===== src/rtl/pipe_chain_ctrl.sv =====
// DEPTH-stage valid/allowin/ready_go pipeline shell with multi-stage flush
// and a RAW hazard lookup over every in-flight stage.
module pipe_chain_ctrl #(
   parameter int WIDTH  = 32,
   parameter int DEPTH  = 4,
   parameter int DEST_W = 5
) (
   input  logic                     clk,
   input  logic                     reset,
   input  logic                     in_valid,
   output logic                     in_allowin,
   input  logic [WIDTH-1:0]         in_bus,
   input  logic                     in_gr_we,
   input  logic [DEST_W-1:0]        in_dest,
   input  logic [DEPTH-1:0]         stage_ready_go,
   input  logic [DEPTH-1:0]         flush,
   output logic                     out_valid,
   input  logic                     out_ready,
   output logic [WIDTH-1:0]         out_bus,
   output logic [DEPTH-1:0]         stage_valid,
   output logic [DEPTH-1:0]         stage_gr_we,
   output logic [DEPTH*DEST_W-1:0]  stage_dest,
   input  logic [DEST_W-1:0]        rs1,
   input  logic [DEST_W-1:0]        rs2,
   output logic [DEPTH-1:0]         raw_sel1,
   output logic [DEPTH-1:0]         raw_sel2
);

   logic [DEPTH-1:0]              r_valid;
   logic [DEPTH-1:0][WIDTH-1:0]   r_bus;
   logic [DEPTH-1:0]              r_we;
   logic [DEPTH-1:0][DEST_W-1:0]  r_dest;

   logic [DEPTH-1:0]              w_kill_ge;
   logic [DEPTH:0]                w_allowin;
   logic [DEPTH-1:0]              w_inc;
   logic [DEPTH-1:0][WIDTH-1:0]   w_src_bus;
   logic [DEPTH-1:0]              w_src_we;
   logic [DEPTH-1:0][DEST_W-1:0]  w_src_dest;
   logic [DEPTH-1:0]              w_m1;
   logic [DEPTH-1:0]              w_m2;

   // kill_ge and allowin both ripple from the oldest stage toward the youngest
   always_comb begin
      w_kill_ge              = '0;
      w_allowin              = '0;
      w_kill_ge[DEPTH-1]     = flush[DEPTH-1];
      w_allowin[DEPTH]       = out_ready;
      for (int i = DEPTH-2; i >= 0; i--)
         w_kill_ge[i] = w_kill_ge[i+1] | flush[i];
      for (int i = DEPTH-1; i >= 0; i--)
         w_allowin[i] = !r_valid[i] | (stage_ready_go[i] & w_allowin[i+1]);
   end

   always_comb begin
      w_inc         = '0;
      w_src_bus     = '0;
      w_src_we      = '0;
      w_src_dest    = '0;
      w_inc[0]      = in_valid & !w_kill_ge[0];
      w_src_bus[0]  = in_bus;
      w_src_we[0]   = in_gr_we;
      w_src_dest[0] = in_dest;
      for (int i = 1; i < DEPTH; i++) begin
         w_inc[i]      = r_valid[i-1] & stage_ready_go[i-1] & !w_kill_ge[i-1];
         w_src_bus[i]  = r_bus[i-1];
         w_src_we[i]   = r_we[i-1];
         w_src_dest[i] = r_dest[i-1];
      end
   end

   always_ff @(posedge clk or posedge reset) begin
      if (reset) begin
         r_valid <= '0;
         r_bus   <= '0;
         r_we    <= '0;
         r_dest  <= '0;
      end else begin
         for (int i = 0; i < DEPTH; i++) begin
            if (w_kill_ge[i])
               r_valid[i] <= 1'b0;
            else if (w_allowin[i])
               r_valid[i] <= w_inc[i];
            // w_inc already excludes killed sources, so a killed stage never loads
            if (w_allowin[i] && w_inc[i]) begin
               r_bus[i]  <= w_src_bus[i];
               r_we[i]   <= w_src_we[i];
               r_dest[i] <= w_src_dest[i];
            end
         end
      end
   end

   assign in_allowin  = w_allowin[0] & !w_kill_ge[0];
   assign out_valid   = r_valid[DEPTH-1] & stage_ready_go[DEPTH-1] & !flush[DEPTH-1];
   assign out_bus     = r_bus[DEPTH-1];
   assign stage_valid = r_valid;
   assign stage_gr_we = r_valid & r_we;
   assign stage_dest  = r_dest;

   always_comb begin
      w_m1     = '0;
      w_m2     = '0;
      raw_sel1 = '0;
      raw_sel2 = '0;
      for (int i = 0; i < DEPTH; i++) begin
         w_m1[i] = r_valid[i] & r_we[i] & (r_dest[i] == rs1) & (rs1 != '0);
         w_m2[i] = r_valid[i] & r_we[i] & (r_dest[i] == rs2) & (rs2 != '0);
      end
      // scan oldest to youngest so the youngest match overwrites
      for (int i = DEPTH-1; i >= 0; i--) begin
         if (w_m1[i]) begin
            raw_sel1    = '0;
            raw_sel1[i] = 1'b1;
         end
         if (w_m2[i]) begin
            raw_sel2    = '0;
            raw_sel2[i] = 1'b1;
         end
      end
   end

endmodule


===== config.mk =====
export PLATFORM = sky130hd
export DESIGN_NAME = pipe_chain_ctrl
export DESIGN_NICKNAME = d
export VERILOG_FILES = /design/src/rtl/pipe_chain_ctrl.sv
export SDC_FILE = /design/constraint.sdc
export NUM_CORES = 1
export LEC_CHECK = 0
export BUFFER_PORTS_ARGS = -buffer_cell sky130_fd_sc_hd__buf_2
export CORE_UTILIZATION = 40
export DETAILED_ROUTE_END_ITERATION = 10
export GPL_TIMING_DRIVEN = 1
export PLACE_DENSITY = 0.62
export SYNTH_ARGS = -nofsm -noshare
export SYNTH_HDL_FRONTEND = slang
export SYNTH_SLANG_ARGS = --single-unit

===== constraint.sdc =====
create_clock -name clk -period 7.6 [get_ports clk]
set_input_delay 0.76 -clock clk [delete_from_list [all_inputs] [get_ports clk]]
set_output_delay 0.76 -clock clk [all_outputs]
set_load 0.1 [all_outputs]

==> impl_summary.md <==
Clocking
In this run, post-CTS repair resized a total of 0 instances. The post-CTS repair timing setup buffer count is 0. The CTS clock-pin slew for the worst setup and hold paths is 0.06 ns. The clock root buffer is clkbuf_16.

The longest clock path from root to sink contains 2 buffers. The number of hold buffers added after CTS was 0. Counting the buffers created by CTS gives 17. The H-tree was split into 4 levels. The tree built by TritonCTS fans out to 156 sinks. The later pin in the worst-skew pair is clocked with a latency of ~0.41 ns. TritonCTS built the clock tree.

Setup path
The worst path buffer plus inverter count is 2. Data on the critical path is required at its endpoint by 6.84 ns. In this run the worst path has a maximum fanout of 5.

In this design, the stage delay of the slowest critical-path cell is roughly 0.53 ns. The critical path is of the input port to primary output type. The arrival time at the worst endpoint is ~2.6 ns.

The family with the most delay on the worst path is simple AND/OR/NAND/NOR gates. Traced cell by cell, the critical path runs through buf_2, or4_1, nor2_1, nor4_1, nor4b_1, buf_2. STA classifies the critical path endpoint as a primary output. Among the stages of the critical path, the cell type that occurs most often is buf_2. The slowest stage of the critical path belongs to the cell or4_1.

STA classifies the critical path startpoint as an input port.

Floorplanning
For this configuration, the core starts out at a cell density of between 40 and 50%. The height of the die is ~130 microns. The count of standard-cell rows is 47. The die covers about 18000 sq um. The die boundary width is 133 microns. The placeable core region is approximately 17000 sq um. The I/O pin count is between 100 and 150.

Timing
The maximum clock rate is around 300 MHz. The number of max-slew violations in the final report is 0. The setup violation total in the final timing report is 0. Between clock sinks in the finished design, the worst skew comes to slightly below 0.008 ns. The actual slew at the worst max-slew pin is 0.990 ns.

Setup repair after global routing left no endpoint under its margin. The max-slew headroom at the worst pin is between 30% and 40%. The sum of negative setup slack is 0 ns. The total count of hold-check failures in the final report was 0. The final period utilization is approximately 44%. The final critical-path required period is between 3 and 4 ns.

Final layout
Counting the fill cells in the layout gives ~1500. The area occupied by multi-input gates is 2550 sq um. The post-route netlist has between 50 and 60% of its cells at a drive strength greater than 1. From synthesis to final layout, the design area changed by 19.3%. The sequential cell area is around 3900 sq um. At the end of the flow, the number of nets in the layout was between 600 and 700. Cells fill approximately half of the core in the end.

GRT
The number of global-route vias before repair is roughly 4300. The global-route wire length before repair is 23700 microns. For this run the aggregate overflow at the end of global routing stands at 0. The largest net degree at the start of global routing is 80. Global routing used between 10% and 20% of the available tracks across all layers. The initial antenna violation count is 2.

Drt
The wire length reported by the detailed router is between 10000 and 15000 microns. For this run, design rule violations remaining after detail routing come to 0. In the routed layout, each cell is associated on average with a via count of 5.05. The first detailed-routing pass took 4 iterations. The routed wirelength normalized by instance count is 18.3 microns.

The first routing iteration left ~150 violations. The final antenna-violating net count is 0. The routed layout has roughly 4100 vias.

Run
Max-cap violations in this run came to 0.

Synth
After synthesis, the cell types taking the most area are dfrtp_1, mux2_2, mux2_1, mux2_4, xnor2_1. Synthesis instantiated 43 different standard cells from the library. The most frequently used flop master after synthesis is dfrtp_1. The number of flops mapped to enable cells by yosys is 0. The post-synthesis average cell area is ~14 sq um. For this run, the register share of the synthesized area comes to roughly 57%.

Of all flip-flops after synthesis, the portion carrying an async set or reset was 100%. The flip-flop and latch count after synthesis is between 150 and 200. The top cell type by area accounts for around 57% of the synthesized area. The post-synthesis instance total is roughly 470. The most area-hungry cell type in the Yosys netlist is dfrtp_1.

The number of nets handed over by synthesis was 534. Summing every instance area after synthesis gives between 6000 and 7000 sq um. The warning count from the yosys run is 0.

Min path
In this run the worst hold path is classified as input port to asynchronous set/reset pin.

Pwr
Of the total power, registers draw approximately 45%. The switching power as a share of total power is a little under a quarter. IR analysis of the VDD net gives a maximum drop of 0.000159 V. The switching component of the power is between 0.4 and 0.5 mW. The internal cell power is between 1.5 and 2 mW. Of the total power, combinational logic draws a little under 10%. The proportion of power drawn by the clock network is 45.4%. The power per unit of standard cell area is roughly 260 nW/um^2.

The total leakage power is about 4.3 nW.

Place
After legalization and detailed placement, the total HPWL measured approximately 10000 microns. Input and output buffers added on the ports amount to 129. The last weighted congestion value of the routability-driven placer is 0.917.

Outcome
The run finished with clean final reports.
## power groups by stage
stage,clock network (mW),logic (mW),registers (mW)
after CTS,0.964,0.209,0.931
final,0.945,0.205,0.931
after global placement,0,0.205,0.943
after floorplan,0,0.108,0.986
after detailed placement,0,0.209,0.946
after global routing,1.00,0.222,0.939
## synth_stat cells, drive strengths merged (2+ instances only)
cell,count
or4,6
nor4b,2
xnor2,29
nor2b,2
clkbuf,11
xor2,6
nor2,4
buf,46
inv,12
nand4,7
nand2,9
mux2,152
nor4,6
nand2b,5
dfrtp,156
## cells in the final DEF (no fill, tap or decap), types with 2 or more instances in the layout
cell,count
or4_1,5
mux2_1,32
buf_4,6
inv_1,11
xnor2_1,29
nand4_1,7
dfrtp_1,156
nand2_1,9
nand2b_1,5
inv_6,2
clkbuf_8,4
clkbuf_16,17
mux2_2,100
clkinvlp_4,2
nor4_1,5
nor2_1,3
nor2b_1,2
buf_2,129
clkinv_2,2
mux2_4,20
diode_2,2
bufinv_16,5
xor2_1,6
## flip-flops by register name (all words and copies together), names as in the netlist
register     flops
out_bus         32
stage_dest      20
r_we             4
r_bus           96
stage_valid      4
## layer usage
layer / share of wire (%) / GRT usage, %
met1: 44 / 22.2
met2: 49 / 29.6
met3: 6.5 / 5.79
met4: 0.74 / 5.17
met5: 0.054 / 0
## worst paths after layout
kind | start | endpoint | slack (ns) | cells after the start
setup reg to reg | stage_valid[3] | stage_dest[4] | 5.12 | 5
min in group clk | r_bus[75] | out_bus[11] | 0.48 | 1
hold / removal | reset | out_bus[24] | 0.44 | 2
max in group asynchronous | reset | stage_dest[7] | 5.67 | 3
hold reg to reg | r_bus[75] | out_bus[11] | 0.48 | 1
setup / recovery | rs2[2] | raw_sel2[3] | 4.27 | 6
## stage by stage
step / total power, mW / area, sq um / hold WS (ns) / setup slack, ns / cells
5_1_grt: 2.16 / 8140 / 0.505 / 4.05 / 805
4_1_cts: 2.10 / 8140 / 0.483 / 4.26 / 804
3_3_place_gp: 1.15 / 7470 / 0.463 / 4.29 / 772
6_report: 2.08 / 8140 / 0.435 / 4.27 / 806
3_5_place_dp: 1.15 / 7470 / 0.473 / 4.28 / 772
2_1_floorplan: 1.09 / 6830 / 0.454 / 0.266 / 474
## cells by family (layout without fill, tap and decap cells)
family	count (synthesis)	in the layout	share of synthesized area (%)
compound gates	15	15	1.82
xor+xnor	35	35	4.49
buf+inv	69	179	6.07
flops	156	156	57.2
mux	152	152	26.2
other cells	0	2	0
simple gates	47	47	4.20
## cell type report
class                           count  share of cell area [%]
Antenna cell                        2                  0.0615
Clock buffer                       22                    5.95
Clock inverter                     10                    2.26
Inverter                           12                   0.615
Multi-Input combinational cell    249                    31.3
Sequential cell                   156                    48.0
Tap cell                          220                    3.38
Timing Repair Buffer              135                    8.48
No activity file was read; power rests on OpenSTA's default activity.
